**src/rtl/mem_bank.sv**
```systemverilog
// Word-organised memory bank with registered single-port access, a read-valid
// strobe and a hardware clear sequencer that zeroes every word in DEPTH cycles.
module mem_bank #(
    parameter int WIDTH  = 8,
    parameter int DEPTH  = 8,
    parameter int ADDR_W = $clog2(DEPTH)
) (
    input  logic              i_clk,
    input  logic              i_rst,
    input  logic              i_sel,
    input  logic              i_rw,
    input  logic [ADDR_W-1:0] i_addr,
    input  logic [WIDTH-1:0]  i_wdata,
    input  logic              i_clear,
    output logic [WIDTH-1:0]  o_rdata,
    output logic              o_rvalid,
    output logic              o_busy,
    output logic              o_err
);

    typedef enum logic {
        IDLE  = 1'b0,
        CLEAR = 1'b1
    } state_t;

    localparam logic [ADDR_W:0]   DEPTH_EXT = (ADDR_W + 1)'(DEPTH);
    localparam logic [ADDR_W-1:0] LAST_ADDR = ADDR_W'(DEPTH - 1);

    state_t                        state_reg, state_next;
    logic [ADDR_W-1:0]             cnt_reg, cnt_next;
    logic [DEPTH-1:0][WIDTH-1:0]   words;
    logic [WIDTH-1:0]              rdata_reg;
    logic                          rvalid_reg;
    logic                          err_reg;

    logic addr_ok;
    logic accept;
    logic wr_en;
    logic rd_en;
    logic clr_en;

    // Only non-power-of-two depths can present an address past the last word.
    assign addr_ok = ({1'b0, i_addr} < DEPTH_EXT);
    assign accept  = (state_reg == IDLE) && i_sel && !i_clear && addr_ok;
    assign wr_en   = accept && i_rw;
    assign rd_en   = accept && !i_rw;
    assign clr_en  = (state_reg == CLEAR);

    always_ff @(posedge i_clk or posedge i_rst) begin
        if (i_rst) begin
            state_reg <= IDLE;
            cnt_reg   <= '0;
        end else begin
            state_reg <= state_next;
            cnt_reg   <= cnt_next;
        end
    end

    always_comb begin
        state_next = state_reg;
        cnt_next   = cnt_reg;
        case (state_reg)
            IDLE: begin
                if (i_clear) begin
                    state_next = CLEAR;
                    cnt_next   = '0;
                end
            end
            CLEAR: begin
                if (cnt_reg == LAST_ADDR) begin
                    state_next = IDLE;
                    cnt_next   = '0;
                end else begin
                    cnt_next = cnt_reg + ADDR_W'(1);
                end
            end
            default: begin
                state_next = IDLE;
                cnt_next   = '0;
            end
        endcase
    end

    // One register per word so the whole array can be zeroed by the async reset.
    generate
        for (genvar gi = 0; gi < DEPTH; gi++) begin : g_word
            logic [WIDTH-1:0] word_reg;

            always_ff @(posedge i_clk or posedge i_rst) begin
                if (i_rst) begin
                    word_reg <= '0;
                end else if (wr_en && (i_addr == ADDR_W'(gi))) begin
                    word_reg <= i_wdata;
                end else if (clr_en && (cnt_reg == ADDR_W'(gi))) begin
                    word_reg <= '0;
                end
            end

            assign words[gi] = word_reg;
        end
    endgenerate

    always_ff @(posedge i_clk or posedge i_rst) begin
        if (i_rst) begin
            rdata_reg  <= '0;
            rvalid_reg <= 1'b0;
            err_reg    <= 1'b0;
        end else begin
            rvalid_reg <= rd_en;
            // Any request that is not accepted is flagged, including clear-priority drops.
            err_reg    <= i_sel && ((state_reg != IDLE) || i_clear || !addr_ok);
            if (rd_en) begin
                rdata_reg <= words[i_addr];
            end
        end
    end

    assign o_rdata  = rdata_reg;
    assign o_rvalid = rvalid_reg;
    assign o_err    = err_reg;
    assign o_busy   = (state_reg == CLEAR);

endmodule

```
**config.mk**
```make
export PLATFORM = sky130hd
export DESIGN_NAME = mem_bank
export DESIGN_NICKNAME = d
export VERILOG_FILES = /design/src/rtl/mem_bank.sv
export SDC_FILE = /design/constraint.sdc
export NUM_CORES = 1
export LEC_CHECK = 0
export BUFFER_PORTS_ARGS = -buffer_cell sky130_fd_sc_hd__buf_2
export CAP_MARGIN = 20
export CORE_MARGIN = 8
export CORE_UTILIZATION = 25
export DETAILED_ROUTE_END_ITERATION = 7
export PLACE_DENSITY = 0.52
export SYNTH_ARGS = -nofsm -noshare
export SYNTH_HDL_FRONTEND = slang
export SYNTH_SLANG_ARGS = --single-unit
```
**constraint.sdc**
```tcl
create_clock -name i_clk -period 3.4 [get_ports i_clk]
set_clock_uncertainty 0.2 [all_clocks]
set_input_delay 0.17 -clock i_clk [delete_from_list [all_inputs] [get_ports i_clk]]
set_output_delay 0.17 -clock i_clk [all_outputs]
set_load 0.01 [all_outputs]
```
==> impl_metrics.yaml <==
run_status:
  status: "finished, final reports clean"
cts:
  clkLatencyLatePin_ns: 0.34
  path_clk_slew_ns: 0.06
  clock_sinks: 78
  cts_tree: "done"
  numCtsBuffers: 9
  cts_resized: 0
  post_cts_buffers: 0
  root_buffer: "clkbuf_16"
  clockBufferDepth: 2
  ctsHtreeMaxLevel: 3
critical_path:
  r2r_slack_ns: 1.23
  critical_path_required_ns: 3.44
  critical_path.max_stage_delay_ns: 0.56
  end_kind: "flop"
  setup.worst_path.class: "reg -> reg"
  path_cells: "and4bb_1 -> nand4b_1 -> mux2i_1"
  cp_max_fo: 18
  slowest_stage: "dfrtp_1"
  crit_start: "o_busy$_DFF_PP0_"
  crit_path_start_kind: "flop"
  cp.arrival_ns: 2.21
  r2r_start: "o_busy$_DFF_PP0_"
drt:
  vias: 2625
  wl_per_cell_microns: 16.79
  dr.pass1.iters: 4
  drc: 0
  routed_via_density: 4.495
  wl_microns: 9808
  drt-initial-drc-count: 154
  postRouteAntennaNets: 0
final_layout:
  fin_cells: 584
  diodes: 0
  drive_gt1_frac: 0.1957
  final_common_cell: "mux2i_1"
  fin_nets: 390
  largest_register_ff_count: 64
  areaGrowthSynthToFinish_pct: 17.31
  layout_common_cells: "80 x mux2i_1, 78 x dfrtp_1, 76 x nand2_1, 26 x buf_2, 14 x mux2_2"
timing:
  layout_setup_ws_ns: 1.229
  setup_viol: 0
  hold_viol_final: 0
  period_share: 0.6386
  tns_ns: 0
  relSlewSlack: 0.2977
  finalMaxSlewViolations: 0
  rsz0062_at_grt: "false"
  period_minus_slack_ns: 2.171
  worst-slew-pin-transition_ns: 1.053
  max_freq_ghz: 0.4606
die:
  design.core.area_sq_um: 15260
  rows: 45
  die-area_sq_um: 19870
  die_w_microns: 141.0
  num_io_pins: 27
  die_y_microns: 141.0
  initial_utilization: 0.2558
synthesis:
  synth-seq-cells: 78
  netlist_area_sq_um: 3904
  synth_warnings: 0
  postSynthCellCount: 338
  yosys.area.top_type_share: 0.5000
  synth.largest_area_cell: "dfrtp_1"
  seq_area_frac_synth: 0.5000
  synth_cell_types: 32
  synth.area.top_cells: "dfrtp_1 50%, mux2i_1 21%, nand2_1 7.3%"
  syn-num-nets: 360
  postSynthAreaPerCell_sq_um: 11.55
grt:
  antenna_found_initial: 0
  grt_pass1_wl_microns: 15710
  grt_use_total: 0.1040
  overflow: 0
  grt_start_max_net_pins: 40
  grt_pass1_vias: 2697
pwr:
  leakagePower_nw: 2.268
  worst_ir_drop_vdd_v: 0.0003673
  powerDensity_nw_per_um2: 654.3
job:
  max_cap_viol_count: 0
place:
  dp_hpwl_microns: 6903
  pre_cts_ws_ns: 1.084
  dp.cells: 565
  io_buffers: 26
  routabilityCongestion: 0.7550
hold_path:
  worstHoldStart: "i_wdata[5]"
  holdCritPathClass: "in -> reg"
## through the flow
| stage | cell area (sq um) | total power [mW] | util | hold WS (ns) |
|---|---|---|---|---|
| 5_1_grt | 4579 | 3.179 | 0.3001 | 0.06984 |
| 3_3_place_gp | 4249 | 2.024 | 0.2785 | 0.008232 |
| 3_5_place_dp | 4249 | 2.052 | 0.2785 | 0.005790 |
| 6_report | 4579 | 2.997 | 0.3001 | 0.05055 |
| 2_1_floorplan | 3904 | 1.801 | - | 0.05627 |
| 4_1_cts | 4579 | 3.033 | 0.3001 | 0.04430 |
## critical path: cells and delay by family (launching register included)
| family | cells | cell delay, ns |
|---|---|---|
| simple gates | 2 | 0.97 |
| flops | 1 | 0.56 |
| mux | 1 | 0.35 |
## cell families (layout without fill, tap and decap cells)
family | Yosys count | after routing | share of synthesized area
multiplexers | 95 | 95 | 0.2513
AND/OR/NAND/NOR | 104 | 104 | 0.1365
flip-flops | 78 | 78 | 0.5000
AO/OA/AOI/OAI | 27 | 27 | 0.05577
adder cells (fa/ha/maj) | 6 | 6 | 0.01923
buffers and inverters | 28 | 63 | 0.03718
## repair_timing
| action | CTS | global route |
|---|---|---|
| endpoints found under the setup margin | 0 | 0 |
| endpoints found under the hold margin | 26 | 0 |
| hold buffers | 3 | 0 |
## synth_stat cells, drive strengths merged
master,n
o21ai,2
clkbuf,2
inv,14
mux2,14
nand4,1
buf,12
nand4bb,1
nor3,1
mux2i,80
o31ai,8
a22o,9
nand4b,2
ha,6
o22ai,7
nand3,4
or4b,1
nor2b,3
a221oi,1
nand2b,5
nand3b,3
nor4b,2
mux4,1
nand2,76
dfrtp,78
and4bb,1
nor4,1
nor2,3
## metal layers
metal	track usage	routed length, microns	vias up
li1	-	-	1243
met1	0.1388	4725	1319
met2	0.1581	4515	55
met3	0.03106	473	8
met4	0.03224	93	0
met5	0	0	-
## where the power goes
group / switching (mW) / leakage, nW / total [mW] / internal [mW]
Combinational: 0.412 / 1.06 / 0.708 / 0.297
Sequential: 0.160 / 1.06 / 1.32 / 1.16
Clock: 0.379 / 0.148 / 0.965 / 0.585
Total: 0.951 / 2.27 / 3.00 / 2.05
## path summary, 6_finish.rpt
check / cells past startpoint / endpoint
hold / removal: 3 / g_word[5].word_reg[5]$_DFFE_PP0P_
max in group asynchronous: 4 / cnt_reg[1]$_DFFE_PP0P_
setup reg to reg: 3 / g_word[6].word_reg[0]$_DFFE_PP0P_
setup / recovery: 3 / g_word[6].word_reg[0]$_DFFE_PP0P_
hold reg to reg: 2 / o_rdata[0]$_DFFE_PP0P_
min in group asynchronous: 3 / g_word[3].word_reg[3]$_DFFE_PP0P_
## final cells by class
class	instances	area, sq um
fill	1544	10680
sequential	78	1952
multi-input combinational	232	1819
tap	211	264.0
clock buffer	10	239.0
timing repair buffer	33	190.2
clock inverter	6	61.31
inverter	14	53.80
(Power assumes the default switching activity.)
